File: config.mk
export PLATFORM = sky130hd
export DESIGN_NAME = inst_fetch
export DESIGN_NICKNAME = d
export VERILOG_FILES = /design/src/rtl/inst_fetch_pkg.sv /design/src/rtl/inst_fetch_fifo.sv /design/src/rtl/inst_fetch.sv
export SDC_FILE = /design/constraint.sdc
export NUM_CORES = 1
export LEC_CHECK = 0
export BUFFER_PORTS_ARGS = -buffer_cell sky130_fd_sc_hd__buf_4
export CAP_MARGIN = 10
export CORE_MARGIN = 5
export CORE_UTILIZATION = 59
export DETAILED_ROUTE_END_ITERATION = 6
export PLACE_DENSITY = 0.85
export SLEW_MARGIN = 15
export SYNTH_ARGS = -nofsm -noshare
export SYNTH_HDL_FRONTEND = slang
export SYNTH_SLANG_ARGS = --single-unit
export TNS_END_PERCENT = 1
File: constraint.sdc
create_clock -name clk -period 11 [get_ports clk]
set_clock_uncertainty 0.05 [all_clocks]
set_input_delay 1.65 -clock clk [delete_from_list [all_inputs] [get_ports clk]]
set_output_delay 1.65 -clock clk [all_outputs]
set_load 0.01 [all_outputs]
File: src/rtl/inst_fetch_pkg.sv
// Shared constants, state encoding and buffer entry layout for the fetch unit.
package inst_fetch_pkg;

   localparam logic [31:0] INST_NOP  = 32'h0000_0013;
   localparam logic [31:0] ZERO_WORD = 32'h0000_0000;

   // IDLE only exists for the single cycle after reset release.
   // WAIT and DISCARD both mean one request is outstanding.
   typedef enum logic [1:0] {
      S_IDLE    = 2'd0,
      S_REQ     = 2'd1,
      S_WAIT    = 2'd2,
      S_DISCARD = 2'd3
   } fetch_state_e;

   // One buffered instruction together with the address it was fetched from.
   typedef struct packed {
      logic [31:0] addr;
      logic [31:0] inst;
   } fetch_entry_t;

   // Redirect targets are forced onto a word boundary.
   function automatic logic [31:0] word_align(input logic [31:0] addr);
      return {addr[31:2], 2'b00};
   endfunction

endpackage

File: src/rtl/inst_fetch_fifo.sv
// Synchronous instruction buffer with flush; the head entry is visible combinationally.
module inst_fetch_fifo #(
   parameter int unsigned DEPTH = 2,
   parameter int unsigned WIDTH = 64
) (
   input  logic                     clk,
   input  logic                     rst,
   input  logic                     flush_i,
   input  logic                     push_i,
   input  logic [WIDTH-1:0]         push_data_i,
   input  logic                     pop_i,
   output logic [WIDTH-1:0]         head_o,
   output logic                     empty_o,
   output logic [$clog2(DEPTH):0]   count_o
);

   localparam int unsigned PTR_W = $clog2(DEPTH);

   logic [WIDTH-1:0] mem_q [DEPTH];
   logic [PTR_W-1:0] wr_ptr_q;
   logic [PTR_W-1:0] rd_ptr_q;
   logic [PTR_W:0]   count_q;
   logic             do_push;
   logic             do_pop;

   // A pop frees the slot a same-cycle push needs, so a full buffer can still accept.
   assign do_pop  = pop_i && (count_q != '0);
   assign do_push = push_i && ((count_q != (PTR_W+1)'(DEPTH)) || do_pop);

   // Pointer and occupancy bookkeeping; flush discards everything buffered.
   always_ff @(posedge clk or posedge rst) begin
      // NOTE: state registers use non-blocking assignments so every flop samples pre-edge values.
      if (rst) begin
         wr_ptr_q <= '0;
         rd_ptr_q <= '0;
         count_q  <= '0;
      end else if (flush_i) begin
         wr_ptr_q <= '0;
         rd_ptr_q <= '0;
         count_q  <= '0;
      end else begin
         if (do_push) wr_ptr_q <= wr_ptr_q + PTR_W'(1);
         if (do_pop)  rd_ptr_q <= rd_ptr_q + PTR_W'(1);
         case ({do_push, do_pop})
            2'b10:   count_q <= count_q + (PTR_W+1)'(1);
            2'b01:   count_q <= count_q - (PTR_W+1)'(1);
            default: count_q <= count_q;
         endcase
      end
   end

   // Entry storage write port.
   always_ff @(posedge clk) begin
      // NOTE: storage is deliberately not reset; an entry is only read after it has been written.
      if (do_push && !flush_i) mem_q[wr_ptr_q] <= push_data_i;
   end

   assign head_o  = mem_q[rd_ptr_q];
   assign empty_o = (count_q == '0);
   assign count_o = count_q;

endmodule

File: src/rtl/inst_fetch.sv
// Fetch front end: owns the PC, runs the memory handshake and feeds decode from a small buffer.
module inst_fetch
   import inst_fetch_pkg::*;
#(
   parameter logic [31:0] RESET_PC   = 32'h0000_0000,
   parameter int unsigned FIFO_DEPTH = 2
) (
   input  logic        clk,
   input  logic        rst,
   output logic        mem_req_o,
   output logic [31:0] mem_addr_o,
   input  logic        mem_gnt_i,
   input  logic        mem_rvalid_i,
   input  logic [31:0] mem_rdata_i,
   input  logic        jump_flag_i,
   input  logic [31:0] jump_addr_i,
   input  logic        stall_i,
   output logic        inst_valid_o,
   output logic [31:0] inst_o,
   output logic [31:0] inst_addr_o
);

   localparam int unsigned CNT_W = $clog2(FIFO_DEPTH) + 1;

   fetch_state_e     state_q, state_d;
   logic [31:0]      pc_q, pc_d;
   logic [31:0]      req_addr_q, req_addr_d;
   logic [CNT_W-1:0] fifo_count;
   logic             fifo_empty;
   logic             fifo_push;
   logic             fifo_pop;
   fetch_entry_t     push_entry;
   fetch_entry_t     head_entry;
   logic             outstanding;
   logic             slot_ok;
   logic             granted;

   // A request may only go out if its response is guaranteed a buffer slot.
   assign outstanding = (state_q == S_WAIT) || (state_q == S_DISCARD);
   assign slot_ok     = (fifo_count + CNT_W'(outstanding)) < CNT_W'(FIFO_DEPTH);
   assign mem_req_o   = (state_q == S_REQ) && slot_ok;
   assign mem_addr_o  = (state_q == S_REQ) ? pc_q : req_addr_q;
   assign granted     = mem_req_o && mem_gnt_i;

   // Next state, pc and push decision; a redirect retargets the pc over everything else.
   always_comb begin
      // NOTE: every output of this block gets a default first so no path infers a latch.
      state_d    = state_q;
      pc_d       = pc_q;
      req_addr_d = req_addr_q;
      fifo_push  = 1'b0;
      unique case (state_q)
         S_IDLE: state_d = S_REQ;
         S_REQ: begin
            if (granted) begin
               req_addr_d = pc_q;
               pc_d       = pc_q + 32'd4;
               state_d    = jump_flag_i ? S_DISCARD : S_WAIT;
            end
         end
         S_WAIT: begin
            if (mem_rvalid_i) begin
               fifo_push = !jump_flag_i;
               state_d   = S_REQ;
            end else if (jump_flag_i) begin
               state_d = S_DISCARD;
            end
         end
         S_DISCARD: begin
            if (mem_rvalid_i) state_d = S_REQ;
         end
         default: state_d = S_IDLE;
      endcase
      if (jump_flag_i) pc_d = word_align(jump_addr_i);
   end

   // FSM, pc and outstanding-request address registers.
   always_ff @(posedge clk or posedge rst) begin
      if (rst) begin
         state_q    <= S_IDLE;
         pc_q       <= RESET_PC;
         req_addr_q <= ZERO_WORD;
      end else begin
         state_q    <= state_d;
         pc_q       <= pc_d;
         req_addr_q <= req_addr_d;
      end
   end

   assign push_entry = '{addr: req_addr_q, inst: mem_rdata_i};
   assign fifo_pop   = !fifo_empty && !stall_i && !jump_flag_i;

   inst_fetch_fifo #(
      .DEPTH (FIFO_DEPTH),
      .WIDTH (64)
   ) u_fifo (
      .clk         (clk),
      .rst         (rst),
      .flush_i     (jump_flag_i),
      .push_i      (fifo_push),
      .push_data_i (push_entry),
      .pop_i       (fifo_pop),
      .head_o      (head_entry),
      .empty_o     (fifo_empty),
      .count_o     (fifo_count)
   );

   assign inst_valid_o = !fifo_empty;
   assign inst_o       = fifo_empty ? INST_NOP  : head_entry.inst;
   assign inst_addr_o  = fifo_empty ? ZERO_WORD : head_entry.addr;

endmodule

==> results of run 1 <==
-- stage by stage --
| step | cell area, µm² | setup WS [ns] | cells | power (W) |
|---|---|---|---|---|
| 2_1_floorplan | 8490 | 5.95 | 708 | 0.00129 |
| 3_3_place_gp | 9820 | 7.02 | 1009 | 0.00151 |
| 3_5_place_dp | 9820 | 6.92 | 1009 | 0.00155 |
| 4_1_cts | 10400 | 6.89 | 1041 | 0.00215 |
| 5_1_grt | 10400 | 6.83 | 1041 | 0.00224 |
| 6_report | 10400 | 6.93 | 1041 | 0.00214 |
-- power groups by stage --
| stage | Combinational, W | Clock [W] | Sequential [W] |
|---|---|---|---|
| finish | 0.000557 | 0.000609 | 0.000974 |
| global route | 0.000612 | 0.000643 | 0.000989 |
| CTS | 0.000565 | 0.000615 | 0.000973 |
| detailed placement | 0.000560 | 0 | 0.000987 |
| global placement | 0.000541 | 0 | 0.000974 |
| floorplan | 0.000342 | 0 | 0.000949 |
-- worst min path at each step --
stage / from / end / depth (start not counted)
after floorplan: req_addr_q[2] / u_fifo.mem_q[0][34] / 0
after global placement: req_addr_q[24] / u_fifo.mem_q[1][56] / 0
after detailed placement: req_addr_q[20] / u_fifo.mem_q[1][52] / 0
after CTS: req_addr_q[27] / u_fifo.mem_q[1][59] / 0
after global routing: req_addr_q[18] / u_fifo.mem_q[0][50] / 0
final: req_addr_q[27] / u_fifo.mem_q[1][59] / 0
-- logic make-up after synthesis --
family                     after synthesis  share of synthesized area [%]
and+or+nand+nor                        268                           14.5
AOI/OAI and AO/OA                       81                           6.20
muxes                                   97                           11.9
buffers and inverters                   59                           2.88
other                                    1                         0.0442
adders and majority gates                4                          0.590
DFF                                    190                           63.4
xor gates and xnor gates                 5                          0.516
-- state kept, by name, summed over array words and instances (netlist names) --
name             flops
u_fifo.mem_q       124
pc_q                30
req_addr_q          30
state_q              2
u_fifo.count_o       2
u_fifo.rd_ptr_q      1
u_fifo.wr_ptr_q      1
-- synthesized netlist by cell type (9+ instances only) --
library cell and number:
sky130_fd_sc_hd__nand2_1 107, sky130_fd_sc_hd__nand3_1 17, sky130_fd_sc_hd__a31oi_1 15, sky130_fd_sc_hd__buf_1 10, sky130_fd_sc_hd__edfxtp_1 124, sky130_fd_sc_hd__mux2_2 31
sky130_fd_sc_hd__nand4_1 9, sky130_fd_sc_hd__dfrtp_1 66, sky130_fd_sc_hd__inv_1 9, sky130_fd_sc_hd__o21ai_0 23, sky130_fd_sc_hd__clkbuf_1 29, sky130_fd_sc_hd__nor2_1 81
sky130_fd_sc_hd__o31ai_1 11, sky130_fd_sc_hd__or4_1 17, sky130_fd_sc_hd__mux2i_1 66
-- worst max-delay path: stages, from the launching register on --
cell	delay [ns]
sky130_fd_sc_hd__dfrtp_1	0.44
sky130_fd_sc_hd__inv_1	0.09
sky130_fd_sc_hd__ha_2	0.81
sky130_fd_sc_hd__mux2_2	0.43
sky130_fd_sc_hd__buf_4	0.15
-- cell usage in the layout, fill, tap and decap left out, drive strengths merged, types with 5 or more instances in the layout --
cell,Yosys,layout
a21oi,8,8
a31oi,15,15
buf,19,170
clkbuf,30,17
clkinvlp,0,6
dfrtp,66,66
edfxtp,124,124
inv,9,13
mux2,31,31
mux2i,66,66
nand2,107,107
nand3,17,17
nand4,11,11
nor2,81,81
nor2b,8,8
nor4,5,5
o211ai,5,5
o21a,5,5
o21ai,23,23
o31ai,11,11
or3,5,5
or4,17,17
-- layer usage --
| metal | up-vias | GRT usage [%] |
|---|---|---|
| met3 | 30 | 4.99 |
| li1 | 2840 | - |
| met1 | 3002 | 30.0 |
| met5 | - | 0 |
| met2 | 244 | 40.7 |
| met4 | 0 | 7.95 |
-- layout make-up --
cell class	count	area share [%]
multi-input combinational	459	27.9
sequential	190	51.7
inverter	10	0.361
clock buffer	17	4.09
tap	180	2.16
timing repair buffer	170	12.3
clock inverter	15	1.55
==> PnR_summary.wiki, run 1 <==
{| class="wikitable"
! Metric !! Value
|-
| Leakage dissipation || between 4 and 5 nW
|-
| Net switching fraction of the power || a little under a third
|-
| FFs w/ async S/R, synth || 34.7%
|-
| Depth of the CTS H-tree || 4
|-
| Die height || around 130 µm
|-
| Weighted congestion at the end of routability-driven global placement || 0.801
|-
| Worst setup EP type || output port
|-
| Number of unique standard cell types used by synthesis || 46
|-
| Final setup fails || 0
|-
| Path depth of the worst reg2reg path || 7
|-
| Relative contribution of the clock network to total power || 28.5%
|-
| Worst Tran Pin Value || 1.11 ns
|-
| Total Routing Usage GR || 23.6%
|-
| Final wirelength || around 20000 µm
|-
| # Max-Cap Violations || 0
|-
| Count of final max-slew check failures || 0
|-
| Sum of overflow across all layers after global routing || 0
|-
| Post_cts resized || 0
|-
| Vias || 6116
|-
| Number of nets in the final layout || 922
|-
| Effective utilization at floorplan || 60.6%
|-
| DRT antenna net count || 0
|-
| Power per standard cell area || 206 mW/mm²
|-
| Synthesized area per cell || 12.0 µm²
|-
| Clock buffer depth || 2
|-
| Post-synthesis sequential area ratio || between 60% and 70%
|-
| Mapped Cells || just over 700
|-
| Maximum fanout count along the critical path || 38
|-
| Reg2reg start || state_q[1]
|-
| Maximum number of pins on one net before global-route repair || between 60 and 70
|-
| Source of the critical timing path || state_q[1]
|-
| Setup bufs post-CTS || 0
|-
| Worst supply voltage drop on vdd || approximately 0.14 mV
|-
| Internal Dissipation || 0.00149 W
|-
| Share of post-route cells with drive strength above 1 || 27.9%
|-
| Total Negative Setup Slacks || 0 ns
|-
| Warnings from Yosys || 0
|-
| Input/output buffers || 161
|-
| Die Outline Area || 0.0169 mm²
|-
| RSZ-0062 raised after global routing || no
|-
| Pre-antenna DRT Iters || 5
|-
| Clock Latency Late Sink || 0.43 ns
|-
| Sequential Power Share || between 40% and 50%
|-
| Required @ worst endpoint || 9.30 ns
|-
| Antenna violations before repair || 0
|-
| Worst relative slew slack || 26.0%
|-
| Clock Tree Root || sky130_fd_sc_hd__clkbuf_16
|-
| Layout overhead on the synthesized area || 22.7%
|-
| DR iter-0 viols || roughly 480
|-
| Global-route wire length before repair || 31100 µm
|-
| Diode insertion count for antenna repair || 0
|-
| Final Hold Fails || 0
|-
| Row count || 43
|-
| Footprint of the multi-input gates || 0.00290 mm²
|-
| Register bit total from synthesis || 190
|-
| Status || complete, no violations
|-
| Area of the mapped netlist || 0.00848 mm²
|-
| Max frequency || 245 MHz
|-
| # clock sinks || 190
|-
| Met1 layer wirelength in the final routing || 7720 µm
|-
| Via-to-Cell Ratio || 5.88
|-
| Overall die width || approximately 130 µm
|-
| Detail Route met3 WL || approximately 1500 µm
|-
| Worst reg2reg setup slack || 7.86 ns
|-
| CP Data Arrival Time || ~2.4 ns
|-
| Final worst path period share || 37.0%
|-
| Worst hold slack || 0.445 ns
|-
| DR WL met2 || 10000 µm
|-
| Critical setup path kind || reg2out
|-
| Placeable core region || ~0.014 mm²
|-
| Filler cell count || between 900 and 1000
|-
| DRC || 0
|-
| Total of hold buffers inserted after clock tree synthesis || 0
|-
| Most used DFF post-synth || sky130_fd_sc_hd__edfxtp_1
|-
| Synth area leaders || sky130_fd_sc_hd__edfxtp_1 (44%), sky130_fd_sc_hd__dfrtp_1 (19%), sky130_fd_sc_hd__mux2i_1 (7.8%), sky130_fd_sc_hd__nand2_1 (4.7%), sky130_fd_sc_hd__mux2_2 (4.1%)
|-
| Vias in the first global route || 6176
|-
| Type of the worst min-delay path || reg2reg
|-
| Utilization after layout || 74.4%
|-
| CTS Buf Count || 17
|-
| Reg-to-reg critical path endpoint || state_q[1]
|-
| Avg WL per Cell || 18.8 µm
|-
| Critical Path Start Type || flip-flop
|-
| Area leader, netlist || sky130_fd_sc_hd__edfxtp_1
|-
| FF/Latch Area || 0.00538 mm²
|-
| Combinational group share of total power || 26.0%
|-
| Post-route minimum period || 4.07 ns
|-
| Highest metal used || met4
|-
| Clock tree from TritonCTS || done
|-
| P_sw || 0.000651 W
|-
| Count of flip-flops with a built-in enable after synthesis || 124
|-
| DP Wirelength || 13100 µm
|-
| Count of pins on the block boundary || 168
|-
| Worst setup endpoint || mem_addr_o[9]
|-
| Worst-path clk slew || 0.07 ns
|-
| Top cell type's share of synthesized area || 43.9%
|}
Note: power is estimated with default switching activity, not from simulation.
==> run 2, diff against run 1 <==
CORE_UTILIZATION = 55   (was 59)
PLACE_DENSITY = 0.8   (was 0.85)
clock period = 4 ns   (was 11 ns; I/O delays follow)
==> run 2 against run 1 <==
Net effect: sequential power rose to 2.8 times the previous value; routed wire length down 0.81%; critical path depth unchanged.
==> PnR_summary.wiki, run 2 (synthesized netlist as in run 1, its figures left out) <==
{| class="wikitable"
! Metric !! Value
|-
| Status || complete, no violations
|-
| Highest metal used || met4
|-
| Vias || 6072
|-
| Total Routing Usage GR || roughly 22%
|-
| Worst min-delay path startpoint || mem_rdata_i[17]
|-
| # clock sinks || 190
|-
| RSZ-0062 raised after global routing || no
|-
| Worst-path clk slew || 0.06 ns
|-
| Vias in the first global route || 6217
|-
| Final wirelength || 19400 µm
|-
| Clock buffer depth || 2
|-
| Overall die width || 134 µm
|-
| Critical setup path kind || reg2out
|-
| Maximum fanout count along the critical path || 38
|-
| Worst reg2reg setup slack || 1.43 ns
|-
| Power per standard cell area || 564 mW/mm²
|-
| Clock Tree Root || sky130_fd_sc_hd__clkbuf_16
|-
| Placeable core region || roughly 0.015 mm²
|-
| Antenna violations before repair || 0
|-
| Final setup fails || 0
|-
| Peak per-stage delay on the critical path || 0.79 ns
|-
| Total placed instance area || 0.00986 mm²
|-
| Share of post-route cells with drive strength above 1 || around 28%
|-
| DR WL met2 || 9650 µm
|-
| Critical path cell sequence || nor2_4 -> buf_4 -> nor2_1 -> buf_4
|-
| Input/output buffers || roughly 160
|-
| Setup bufs post-CTS || 0
|-
| Most repeated library cell on the critical path || sky130_fd_sc_hd__buf_4
|-
| DRC || 0
|-
| Non-filler cells in the finished layout || 1050
|-
| Worst path top cell family by delay || simple AND/OR/NAND/NOR gates
|-
| Final worst path period share || between 70% and 80%
|-
| Effective utilization at floorplan || 56.0%
|-
| Worst supply voltage drop on vdd || about 0.35 mV
|-
| Path depth of the worst reg2reg path || 6
|-
| Layout overhead on the synthesized area || 23.3%
|-
| # Max-Cap Violations || 0
|-
| Diode insertion count for antenna repair || 0
|-
| Sum of overflow across all layers after global routing || 0
|-
| Total instance count after detailed placement || between 1000 and 1500
|-
| Post_cts resized || 0
|-
| Register name with the most flops || u_fifo.mem_q
|-
| Type of the worst min-delay path || in2reg
|-
| Weighted congestion at the end of routability-driven global placement || 0.861
|-
| Row count || 45
|-
| Via-to-Cell Ratio || 5.78
|-
| Avg WL per Cell || 18.5 µm
|-
| Final Hold Fails || 0
|-
| Detail Route met3 WL || roughly 1500 µm
|-
| Largest registers ranked by flip-flop count || u_fifo.mem_q: 124 flops, pc_q: 30 flops, req_addr_q: 30 flops
|-
| Endpoint of the worst hold path || u_fifo.mem_q[1][17]
|-
| Total Negative Setup Slacks || 0 ns
|-
| Met1 layer wirelength in the final routing || roughly 8000 µm
|-
| Global-route wire length before repair || 31600 µm
|-
| Commonest cells after routing, fill and taps aside || sky130_fd_sc_hd__buf_4 (169), sky130_fd_sc_hd__edfxtp_1 (124), sky130_fd_sc_hd__nand2_1 (107), sky130_fd_sc_hd__nor2_1 (78), sky130_fd_sc_hd__mux2i_1 (66)
|-
| DRT antenna net count || 0
|-
| Reg-to-reg critical path endpoint || u_fifo.mem_q[0][18]
|-
| Most frequent standard cell in the layout excluding fill and tap cells || sky130_fd_sc_hd__buf_4
|-
| DP Wirelength || 13200 µm
|-
| Clock tree from TritonCTS || done
|-
| Worst Tran Pin Value || about 1.1 ns
|-
| Reg2reg start || state_q[0]
|-
| Die Outline Area || around 0.018 mm²
|-
| Count of pins on the block boundary || 168
|-
| Max reg flops || ~120
|-
| Worst relative slew slack || about a quarter
|-
| Critical Path Start Type || flip-flop
|-
| Count of final max-slew check failures || 0
|-
| CTS Buf Count || 17
|-
| Bufs and invs on worst path || 2
|-
| Leakage dissipation || roughly 4.1 nW
|-
| Die height || 134 µm
|-
| Clock Latency Late Sink || between 0.4 and 0.5 ns
|-
| Maximum number of pins on one net before global-route repair || 65
|-
| Depth of the CTS H-tree || 4
|-
| Post-route minimum period || 2.99 ns
|-
| Cell with the biggest individual delay on the critical path || sky130_fd_sc_hd__nor2_4
|-
| Pre-antenna DRT Iters || 6
|-
| Total of hold buffers inserted after clock tree synthesis || 0
|-
| DR iter-0 viols || between 300 and 400
|-
| Required @ worst endpoint || 3.35 ns
|-
| Cell count of the worst hold path || 1
|-
| Number of nets in the final layout || 923
|-
| Max frequency || 335 MHz
|-
| Cell area after layout || about 0.010 mm²
|-
| CP Data Arrival Time || 2.34 ns
|-
| Worst setup EP type || output port
|}
==> run 2: per-stage QoR <==
stage	total power [W]	hold WS, ns	setup slack (ns)	utilization [%]
6_report	0.00590	0.312	1.01	69.0
5_1_grt	0.00620	0.290	0.815	69.0
4_1_cts	0.00593	0.298	0.976	69.0
3_5_place_dp	0.00426	0.431	1.29	65.1
3_3_place_gp	0.00418	0.417	1.35	65.1
2_1_floorplan	0.00355	0.410	-0.0955	-
==> run 2: worst register-to-register path, delay by kind of cell (launching register included) <==
kind / cells / cell delay [ns]
adder cells (fa/ha/maj): 1 / 0.24
buffers and inverters: 2 / 0.41
flip-flops: 1 / 0.40
AND/OR/NAND/NOR: 3 / 1.11
==> run 2: final cells by class <==
cell class / instances / area (µm²)
clock buffers: 21 / 482
inverters: 10 / 37.5
flip-flops and latches: 190 / 5380
fillers: 1109 / 4690
well taps: 188 / 235
repair buffers: 171 / 1310
clock inverters: 11 / 111
multi-input cells: 459 / 2900
==> run 2: report_power, final <==
group,internal [W],switching (W)
Combinational,0.000751,0.000791
Clock,0.000984,0.000693
Sequential,0.00242,0.000251
==> run 2: worst max-delay path by stage <==
stage                      startpoint             endpoint  slack, ns  depth (start not counted)
floorplan                  state_q[0]   u_fifo.mem_q[0][0]       -0.1                          5
global placement          jump_flag_i  u_fifo.mem_q[1][49]       1.35                          5
detailed placement        jump_flag_i  u_fifo.mem_q[0][49]       1.29                          5
CTS                 u_fifo.count_o[1]           inst_o[17]       0.98                          4
global route        u_fifo.count_o[1]           inst_o[17]       0.82                          4
finish              u_fifo.count_o[1]           inst_o[17]       1.01                          4
==> run 2: layer usage <==
| layer | track usage [%] | vias up |
|---|---|---|
| li1 | - | 2848 |
| met4 | 7.41 | 0 |
| met5 | 0 | - |
| met1 | 28.4 | 2969 |
| met3 | 5.10 | 26 |
| met2 | 37.5 | 229 |
==> run 3, diff against run 2 <==
clock period = 3.1 ns   (was 4 ns; I/O delays follow)
==> run 3 against run 2 <==
Net effect: core utilization increased by 0.44 points; total power increased by 31%; combinational power increased by 32%; final cell count increased by 0.48%; sequential share of layout area decreased by 0.32 points; register-to-register slack got worse by 0.82 ns; setup slack got worse by 0.63 ns; via count increased by 1.2%; largest cell class unchanged; largest power group unchanged.
==> PnR_summary.wiki, run 3 (synthesized netlist as in run 1, its figures left out) <==
{| class="wikitable"
! Metric !! Value
|-
| Die Outline Area || 0.0180 mm²
|-
| DRC || 0
|-
| Placeable core region || approximately 0.015 mm²
|-
| Share of post-route cells with drive strength above 1 || about 29%
|-
| Vias || 6144
|-
| Antenna violations before repair || 0
|-
| Vias in the first global route || 6183
|-
| DP Wirelength || around 13000 µm
|-
| Weighted congestion at the end of routability-driven global placement || 0.879
|-
| Critical Path Start Type || flip-flop
|-
| Met1 track demand over resource in global routing || 29.5%
|-
| Register name with the most flops || u_fifo.mem_q
|-
| Filler cell count || 1087
|-
| Max frequency || 368 MHz
|-
| Global-route wire length before repair || 32000 µm
|-
| CP Data Arrival Time || 2.20 ns
|-
| Leakage dissipation || 4.11 nW
|-
| Worst hold slack || 0.169 ns
|-
| Worst Tran Pin Value || 0.913 ns
|-
| Final worst path period share || between 80 and 90%
|-
| Worst-path clk slew || 0.07 ns
|-
| Effective utilization at floorplan || a little under three fifths
|-
| DR iter-0 viols || 356
|-
| Post_cts resized || 0
|-
| # clock sinks || 190
|-
| Post-Place Setup Slack || about 0.67 ns
|-
| Met2 layer usage reported by global route || 38.0%
|-
| Total Routing Usage GR || between 20 and 25%
|-
| Most frequent standard cell in the layout excluding fill and tap cells || sky130_fd_sc_hd__buf_4
|-
| # Max-Cap Violations || 0
|-
| Input/output buffers || 161
|-
| Least setup slack across all paths after layout || around 0.38 ns
|-
| Avg WL per Cell || 19.0 µm
|-
| Clock tree from TritonCTS || done
|-
| Type of the worst min-delay path || in2reg
|-
| Status || complete, no violations
|-
| Worst supply voltage drop on vdd || 0.505 mV
|-
| Post-route minimum period || 2.72 ns
|-
| Total of hold buffers inserted after clock tree synthesis || 0
|-
| Final setup fails || 0
|-
| Maximum fanout count along the critical path || 14
|-
| Commonest cells after routing, fill and taps aside || sky130_fd_sc_hd__buf_4 (174), sky130_fd_sc_hd__edfxtp_1 (124), sky130_fd_sc_hd__nand2_1 (107), sky130_fd_sc_hd__nor2_1 (78), sky130_fd_sc_hd__mux2i_1 (66)
|-
| Clock Latency Late Sink || 0.43 ns
|-
| Layout overhead on the synthesized area || 24.1%
|-
| CTS Buf Count || 17
|-
| Largest registers ranked by flip-flop count || u_fifo.mem_q: 124 flops, pc_q: 30 flops, req_addr_q: 30 flops
|-
| PnR Total Power || 0.00770 W
|-
| Required @ worst endpoint || 2.58 ns
|-
| Count of final max-slew check failures || 0
|-
| Clock buffer depth || 2
|-
| Worst setup EP type || output port
|-
| Non-filler cells in the finished layout || 1055
|-
| Utilization after layout || between 60 and 70%
|-
| Clock Tree Root || sky130_fd_sc_hd__clkbuf_16
|-
| Total instance count after detailed placement || 1023
|-
| Critical setup path kind || reg2out
|-
| Via-to-Cell Ratio || 5.82
|-
| Overall die width || 134 µm
|-
| Die height || 134 µm
|-
| DRT antenna net count || 0
|-
| Max reg flops || 124
|-
| Setup bufs post-CTS || 0
|-
| Most crowded layer after global routing || met2
|-
| Sum of overflow across all layers after global routing || 0
|-
| Final Hold Fails || 0
|-
| RSZ-0062 raised after global routing || no
|-
| Worst relative slew slack || 39.1%
|-
| Number of nets in the final layout || 928
|-
| Row count || 45
|-
| Pre-antenna DRT Iters || 7
|-
| Final wirelength || 20000 µm
|-
| Count of pins on the block boundary || between 150 and 200
|-
| Power per standard cell area || 732 mW/mm²
|-
| Met3 demand-to-capacity share in global routing || ~4.7%
|-
| Depth of the CTS H-tree || 4
|-
| Diode insertion count for antenna repair || 0
|-
| Maximum number of pins on one net before global-route repair || 67
|}
[run 3: cell types whose count changed in the layout (fill, tap and decap cells not counted), sizes merged]
cell,before,now
bufinv,2,1
clkbuf,21,20
clkinv,7,5
clkinvlp,2,4
buf,171,176
inv,10,12
[run 3: area by class of cell]
| class | instances | area (µm²) | share of cell area [%] |
|---|---|---|---|
| well taps | 188 | 235 | 2.24 |
| multi-input cells | 459 | 2900 | 27.6 |
| clock inverters | 12 | 121 | 1.15 |
| flip-flops and latches | 190 | 5380 | 51.1 |
| clock buffers | 20 | 500 | 4.76 |
| repair buffers | 176 | 1350 | 12.8 |
| inverters | 10 | 37.5 | 0.357 |
[run 3: where the power goes]
part / switching, W / internal (W) / leakage (nW) / total [W]
clock: 0.000960 / 0.00126 / 0.293 / 0.00222
combinational: 0.00104 / 0.000982 / 1.91 / 0.00203
sequential: 0.000319 / 0.00313 / 1.91 / 0.00345
total: 0.00232 / 0.00537 / 4.11 / 0.00770
[run 3: critical path: stages, from the launching register on]
cell and delay (ns):
sky130_fd_sc_hd__dfrtp_1 0.44, sky130_fd_sc_hd__inv_1 0.11, sky130_fd_sc_hd__ha_2 0.39, sky130_fd_sc_hd__buf_4 0.31
sky130_fd_sc_hd__mux2_2 0.37, sky130_fd_sc_hd__buf_4 0.14
[run 3: per-layer routing]
metal	vias to the layer above	routed length, µm
met5	-	0
met2	235	10200
met4	0	319
li1	2853	-
met3	27	1290
met1	3029	8240
[run 3: final timing paths]
check	startpoint	cells after the start	slack, ns	endpoint
max in group asynchronous	rst	3	2.10	u_fifo.rd_ptr_q
max reg2reg	state_q[1]	7	0.61	pc_q[13]
min reg2reg	req_addr_q[3]	0	0.44	u_fifo.mem_q[1][35]
min in group asynchronous	rst	3	0.25	req_addr_q[12]
min	mem_rdata_i[28]	1	0.17	u_fifo.mem_q[1][28]
max	state_q[1]	5	0.38	mem_addr_o[27]
[run 3: stage by stage]
stage          instance area [µm²]  setup TNS (ns)
6_report                     10500               0
5_1_grt                      10500               0
4_1_cts                      10500               0
3_5_place_dp                  9900               0
3_3_place_gp                  9900               0
2_1_floorplan                 8490         -123.44
